File: src/rtl/uart_rx.sv
// 8N1 UART receiver: mid-bit sampling, LSB first, held data/valid with ack, frame and overrun flags.
// Define UART_RX_PARITY_EN for 8E1 framing with a parity_err pulse output.
//
// state     | meaning
// S_IDLE    | line idle, waiting for a falling edge on rxs
// S_START   | timing to mid start bit, rejects false starts
// S_DATA    | sampling 8 data bits at mid-bit, LSB first
// S_PARITY  | sampling the even-parity bit (parity build only)
// S_STOP    | sampling the stop bit, loads d or flags framing error
// S_WAIT_IDLE | line held low after a bad stop bit, waits for rxs=1
module uart_rx #(
  parameter int CLKS_PER_BIT = 5208
) (
  input  logic       clk,
  input  logic       reset,
  input  logic       rxd,
  input  logic       ack,
  output logic [7:0] d,
  output logic       valid,
  output logic       frame_err,
  output logic       overrun,
  output logic       busy
`ifdef UART_RX_PARITY_EN
  ,
  output logic       parity_err
`endif
);

  localparam int CW = $clog2(CLKS_PER_BIT);
  localparam logic [CW-1:0] CNT_HALF = CW'(CLKS_PER_BIT / 2 - 1);
  localparam logic [CW-1:0] CNT_FULL = CW'(CLKS_PER_BIT - 1);

  typedef enum logic [2:0] {
    S_IDLE,
    S_START,
    S_DATA,
`ifdef UART_RX_PARITY_EN
    S_PARITY,
`endif
    S_STOP,
    S_WAIT_IDLE
  } state_t;

  state_t          state, state_nxt;
  logic            rx_meta, rxs, rx_prev;
  logic [CW-1:0]   cnt;
  logic [2:0]      bitidx;
  logic [7:0]      shift;
  logic            fall, bit_tick, cnt_clr, byte_done, stop_bad;

  assign fall = rx_prev & ~rxs;

  // Two-flop synchronizer plus a third copy for start-edge detection; idle-high reset.
  always_ff @(posedge clk or negedge reset) begin
    if (!reset) begin
      rx_meta <= 1'b1;
      rxs     <= 1'b1;
      rx_prev <= 1'b1;
    end else begin
      rx_meta <= rxd;
      rxs     <= rx_meta;
      rx_prev <= rxs;
    end
  end

  always_ff @(posedge clk or negedge reset) begin
    if (!reset) state <= S_IDLE;
    else        state <= state_nxt;
  end

  always_comb begin
    state_nxt = state;
    case (state)
      S_IDLE:      if (fall) state_nxt = S_START;
      S_START:     if (bit_tick) state_nxt = rxs ? S_IDLE : S_DATA;
`ifdef UART_RX_PARITY_EN
      S_DATA:      if (bit_tick && bitidx == 3'd7) state_nxt = S_PARITY;
      S_PARITY:    if (bit_tick) state_nxt = S_STOP;
`else
      S_DATA:      if (bit_tick && bitidx == 3'd7) state_nxt = S_STOP;
`endif
      S_STOP:      if (bit_tick) state_nxt = rxs ? S_IDLE : S_WAIT_IDLE;
      S_WAIT_IDLE: if (rxs) state_nxt = S_IDLE;
      default:     state_nxt = S_IDLE;
    endcase
  end

  always_comb begin
    busy     = (state != S_IDLE);
    bit_tick = 1'b0;
    cnt_clr  = 1'b1;
    case (state)
      S_START: begin
        bit_tick = (cnt == CNT_HALF);
        cnt_clr  = bit_tick;
      end
      S_DATA,
`ifdef UART_RX_PARITY_EN
      S_PARITY,
`endif
      S_STOP: begin
        bit_tick = (cnt == CNT_FULL);
        cnt_clr  = bit_tick;
      end
      default: ;
    endcase
    byte_done = (state == S_STOP) && bit_tick && rxs;
    stop_bad  = (state == S_STOP) && bit_tick && !rxs;
  end

`ifdef UART_RX_PARITY_EN
  logic par_bit;

  always_ff @(posedge clk or negedge reset) begin
    if (!reset) begin
      par_bit    <= 1'b0;
      parity_err <= 1'b0;
    end else begin
      if (state == S_PARITY && bit_tick) par_bit <= rxs;
      parity_err <= (state == S_STOP) && bit_tick && (par_bit != ^shift);
    end
  end
`endif

  always_ff @(posedge clk or negedge reset) begin
    if (!reset) begin
      cnt       <= '0;
      bitidx    <= 3'd0;
      shift     <= 8'h00;
      d         <= 8'h00;
      valid     <= 1'b0;
      frame_err <= 1'b0;
      overrun   <= 1'b0;
    end else begin
      cnt <= cnt_clr ? '0 : cnt + CW'(1);
      if (state == S_START) begin
        bitidx <= 3'd0;
      end else if (state == S_DATA && bit_tick) begin
        shift[bitidx] <= rxs;
        bitidx        <= bitidx + 3'd1;
      end
      frame_err <= stop_bad;
      if (byte_done) d <= shift;
      // A completing byte wins over a same-cycle ack, so valid stays set.
      if (byte_done)  valid <= 1'b1;
      else if (ack)   valid <= 1'b0;
      if (ack)                     overrun <= 1'b0;
      else if (byte_done && valid) overrun <= 1'b1;
    end
  end

endmodule
File: config.mk
export PLATFORM = sky130hd
export DESIGN_NAME = uart_rx
export DESIGN_NICKNAME = d
export VERILOG_FILES = /design/src/rtl/uart_rx.sv
export SDC_FILE = /design/constraint.sdc
export NUM_CORES = 1
export LEC_CHECK = 0
export BUFFER_PORTS_ARGS = -buffer_cell sky130_fd_sc_hd__clkbuf_2
export CAP_MARGIN = 20
export CORE_MARGIN = 5
export CORE_UTILIZATION = 45
export CTS_CLUSTER_SIZE = 25
export DETAILED_ROUTE_END_ITERATION = 7
export PLACE_DENSITY_LB_ADDON = 0.08
export SYNTH_ARGS = -nofsm -noshare
export SYNTH_HDL_FRONTEND = slang
export SYNTH_SLANG_ARGS = --single-unit
File: constraint.sdc
create_clock -name clk -period 5.89 [get_ports clk]
set_clock_uncertainty 0.1 [all_clocks]
set_input_delay 0.2945 -clock clk [delete_from_list [all_inputs] [get_ports clk]]
set_output_delay 0.2945 -clock clk [all_outputs]
set_load 0.03 [all_outputs]
Word-level counts from Yosys, hierarchy flattened
Cells that the tools add are included.

Word-level logic and storage cells: 66. Input port bits: 4. Bits in registers: 41.

Add/subtract/negate cells: 2. Muxes and demuxes: 20. Magnitude comparators: 2. Bitwise operators: 3. Equality and inequality tests: 12. Reduce and logical (&&, ||, !) cells: 16.

Operators with widths (number): 3-bit two-way mux (8); 3-bit one-hot mux with 5 select lines (1); 13-bit by 1-bit adder with 13-bit output (second input constant) (1); 13-bit by 12-bit == test with 1-bit output (second input constant) (1); 13-bit == test (second input constant) (1); 13-bit two-way mux (1); 2-bit != test (second input constant) (5); 8-bit bitwise mux (1); 1-bit logical AND (7); 3-bit by 2-bit == test with 1-bit output (second input constant) (2); 3-bit == test (second input constant) (2); 2-bit nonzero test (3); 1-bit two-way mux (5); 5-bit AND reduction (1); 3-bit by 4-bit < comparator with 1-bit output (second input constant) (1); 1-bit one-hot mux with 2 select lines (2); 3-bit by 1-bit adder with 3-bit output (second input constant) (1); 1-bit demux with 3-bit select (1); 3-bit by 1-bit == test with 1-bit output (second input constant) (1); 3-bit by 1-bit greater-or-equal comparator with 1-bit output (second input constant) (1); 3-bit logical NOT (1); 3-bit nonzero test (1); 2-bit two-way mux (1); 1-bit inverter (2); other kinds (4) (4).

Logic depth before layout (Yosys ltp)
Depth after elaboration: 8. Gate-level depth with buffers: 7.

Least setup slack after synthesis
Ideal clock, no wire load.

Path type: register to register. From: register cnt[0]. To: register d[0]. Setup time: 125 ps. Stages on the path, launching flop included: 7. Path buffers: 1. Arrival: 2173 ps. Slack: 3492 ps. Cells stage by stage: dfrtp_1 > ha_1 > or4b_4 > o41ai_4 > and4b_1 > buf_6 > mux2_4.

Word-level cells in the longest chain between the ends: 4. Elaborated cells on any way between the ends: 5. Classes of those cells: eq/ne: 2; mux: 1; reduce/logical: 2.

Ends and longest elaborated chain: start: declaration (RTL line 46) `logic [CW-1:0] cnt;`; start signal: assignment (RTL line 135) `cnt <= cnt_clr ? '0 : cnt + CW'(1);`; 13-bit == test or 13-bit by 12-bit == test with 1-bit output (tied branches) (RTL line 102, 94); 1-bit one-hot mux with 2 select lines (*) (RTL line 92) `case (state)`; 1-bit logical AND (*) (2 in series) (RTL line 107) `byte_done = (state == S_STOP) && bit_tick && rxs;`; end signal: assignment (RTL line 143) `if (byte_done) d <= shift;`; end: declaration (RTL line 18) `output logic [7:0] d,`.

Mark *: on every way between the ends. The rest lies on a longest branch, timed or not. A chain may end at the register's enable or synchronous reset.

Worst setup path in the final report
From: register cnt[0]. To: register d[3].

The elaborated chain is that of the path after synthesis.

==> impl_metrics.py <==
metrics = {
    "yosys": {
        "synth-adder-area-share": 0.0190,
        "yosys.cell_types.count": 39,
        "synth_top_area_share": 0.483,
        "synth_top_cell_by_area": "dfrtp_1",
        "syn_area_um2": 1970,
        "synth.avg_cell_area_um2": 11.6,
        "syn-num-nets": 177,
        "synth_xor_area_frac": 0.0533,
        "synthTopCellsByArea": "dfrtp_1, mux2_4, mux2_2",
        "synth-simple-area-share": 0.196,
        "synth_seq_cells": 41,
        "seq_area_frac_synth": 0.523,
        "synthMuxAreaShare": 0.117,
        "synth_top_family_by_area": "simple AND/OR/NAND/NOR gates",
        "yosys_warnings": 0,
        "synth-compound-area-share": 0.0616,
        "synth_cells": 170,
    },
    "drt": {
        "drt_iter0_drc": 65,
        "drt-vias-per-instance": 5.38,
        "route.detailed.drc": 0,
        "num_vias": 1290,
        "dr.pass1.iters": 4,
        "wirelength_um": 3540,
        "drtAntennaViolNets": 0,
        "wl_per_cell_um": 14.7,
    },
    "layout": {
        "layout.nets": 194,
        "final_cell_mix": "dfrtp_1, nor2_1, clkbuf_2",
        "final_cells": 240,
        "final_common_cell": "dfrtp_1",
        "antenna_cells": 0,
        "syn_to_final_growth_pct": 11.6,
        "drive_gt1_frac": 0.250,
    },
    "pwr": {
        "max-vdd-ir-drop_mv": 0.173,
        "powerDensity_nw_per_um2": 273,
        "p_total_uw": 600,
        "leakagePower_uw": 0.00107,
    },
    "floorplanning": {
        "die_h_um": 76.2,
        "die_w_um": 76.2,
        "row_count": 24,
        "start_util": 0.459,
        "die_area_um2": 5800,
        "coreArea_um2": 4290,
        "ios": 16,
    },
    "critical_path": {
        "start_kind": "register",
        "path_max_fanout": 9,
        "endpoint_kind": "register",
        "worstSetupPathType": "reg2reg",
        "crit_family": "simple AND/OR/NAND/NOR gates",
        "slowest_stage": "and4b_1",
        "required_ps": 5970,
        "max_stage_delay_ps": 620,
        "arrival_ps": 2880,
        "cp_num_buf_inv": 0,
        "crit_chain": "ha_1 > or4b_4 > o41ai_4 > and4b_1 > mux2_4",
    },
    "sta": {
        "finalHoldViolations": 0,
        "drv_slew": 0,
        "period_needed_ps": 2800,
        "setup_viol": 0,
        "finalSetupTns_ps": 0,
        "timing.final.crit_share": 0.475,
        "holdWs_ps": 57.3,
        "rsz0062_at_grt": "false",
        "tightestPinTransition_ps": 700,
        "fmax_mhz": 357,
        "slew_headroom": 0.533,
        "final.setup.worst_slack_ps": 3090,
    },
    "clocking": {
        "holdBufCountCts": 1,
        "cts_resized": 0,
        "clock_sinks": 41,
        "cts_buffer_depth": 2,
        "postCtsSetupBuffers": 0,
        "numCtsBuffers": 5,
        "cts_tree": "built",
        "clkLatencyLatePin_ps": 290,
        "cts.htree.levels": 2,
        "cts_root_buf": "clkbuf_8",
        "clkTransAtPathRegs_ps": 80,
    },
    "global_routing": {
        "antenna_found_initial": 0,
        "grt_pass1_vias": 1227,
        "grt_overflow": 0,
        "grt_pass1_wl_um": 6330,
        "grt_use_total": 0.135,
        "grt_start_max_net_pins": 42,
    },
    "run": {
        "cap_violations": 0,
    },
    "placed_design": {
        "dpl_worst_slack_ps": 3090,
        "gp_congestion": 0.802,
        "io_buffers": 15,
        "dp.cells": 229,
        "place_hpwl_um": 2460,
    },
    "run_status": {
        "status": "complete, no violations",
    },
    "hold_path": {
        "hp-class": "in2reg",
    },
}
sequential cells by signal, indices dropped and copies added (netlist names):
| signal | cells |
|---|---|
| bitidx | 3 |
| cnt | 13 |
| d | 8 |
| frame_err | 1 |
| overrun | 1 |
| rx_meta | 1 |
| rx_prev | 1 |
| rxs | 1 |
| shift | 8 |
| state | 3 |
| valid | 1 |
cells in the mapped netlist:
master	number
a211oi_1	1
and4_1	1
and3b_1	1
nand2_1	7
and3_1	3
nand3_1	8
ha_1	3
nand2b_1	1
mux2_2	8
nor4_1	1
dfrtp_1	38
and4b_1	4
a22oi_1	1
a21oi_1	1
nand3b_1	1
o41ai_4	1
or3_1	2
buf_6	2
a21bo_2	1
mux2i_1	2
inv_1	4
or4b_4	1
buf_2	1
dfstp_2	3
nand4b_1	2
a221oi_1	1
a21o_1	1
xnor2_1	4
o21ai_0	6
clkbuf_1	5
and2_0	1
nand4_1	7
a21oi_2	1
a41oi_1	1
nor4bb_1	2
nor2b_1	3
nor2_1	24
xor2_1	8
mux2_4	8
cell type report:
| type | count | area [um^2] |
|---|---|---|
| fillers | 404 | 2100 |
| flip-flops and latches | 41 | 1030 |
| multi-input cells | 117 | 880 |
| repair buffers | 18 | 123 |
| clock buffers | 5 | 68.8 |
| well taps | 52 | 65.1 |
| clock inverters | 3 | 17.5 |
| inverters | 4 | 15.0 |
kinds of logic (layout without fill, tap and decap cells):
logic type | Yosys count | count (layout)
flip-flops | 41 | 41
AND/OR/NAND/NOR | 69 | 69
XOR/XNOR | 12 | 12
multiplexers | 18 | 18
adder cells (fa/ha/maj) | 3 | 3
AO/OA/AOI/OAI | 15 | 15
buffers and inverters | 12 | 30
stage by stage:
| stage | utilization | cell area, um^2 |
|---|---|---|
| after global routing | 0.512 | 2200 |
| after detailed placement | 0.481 | 2060 |
| after global placement | 0.481 | 2060 |
| after floorplan | - | 1970 |
| final | 0.512 | 2200 |
| after CTS | 0.503 | 2160 |
per-layer routing:
metal,share of wire,global-route usage,up-vias
met2,0.44,0.181,17
met4,0.020,0.0524,0
li1,-,-,634
met3,0.037,0.0402,8
met1,0.51,0.203,631
met5,0,0,-
final timing paths:
kind                          from  depth (start not counted)  slack [ps]   endpoint
max in group asynchronous    reset                          3        4820  bitidx[0]
min reg2reg                rx_meta                          0         260        rxs
min                            ack                          2          60    overrun
max                         cnt[0]                          5        3090       d[3]
min in group asynchronous    reset                          2         390     cnt[8]
max reg2reg                 cnt[0]                          5        3090       d[3]
where the power goes:
part	internal (uW)	leakage (uW)	total, uW	switching (uW)
combinational	38.4	0.000478	75.8	37.5
clock	81.7	0.0000439	178	96.6
sequential	307	0.000544	346	39.1
Power figures use the tool's default switching activity.
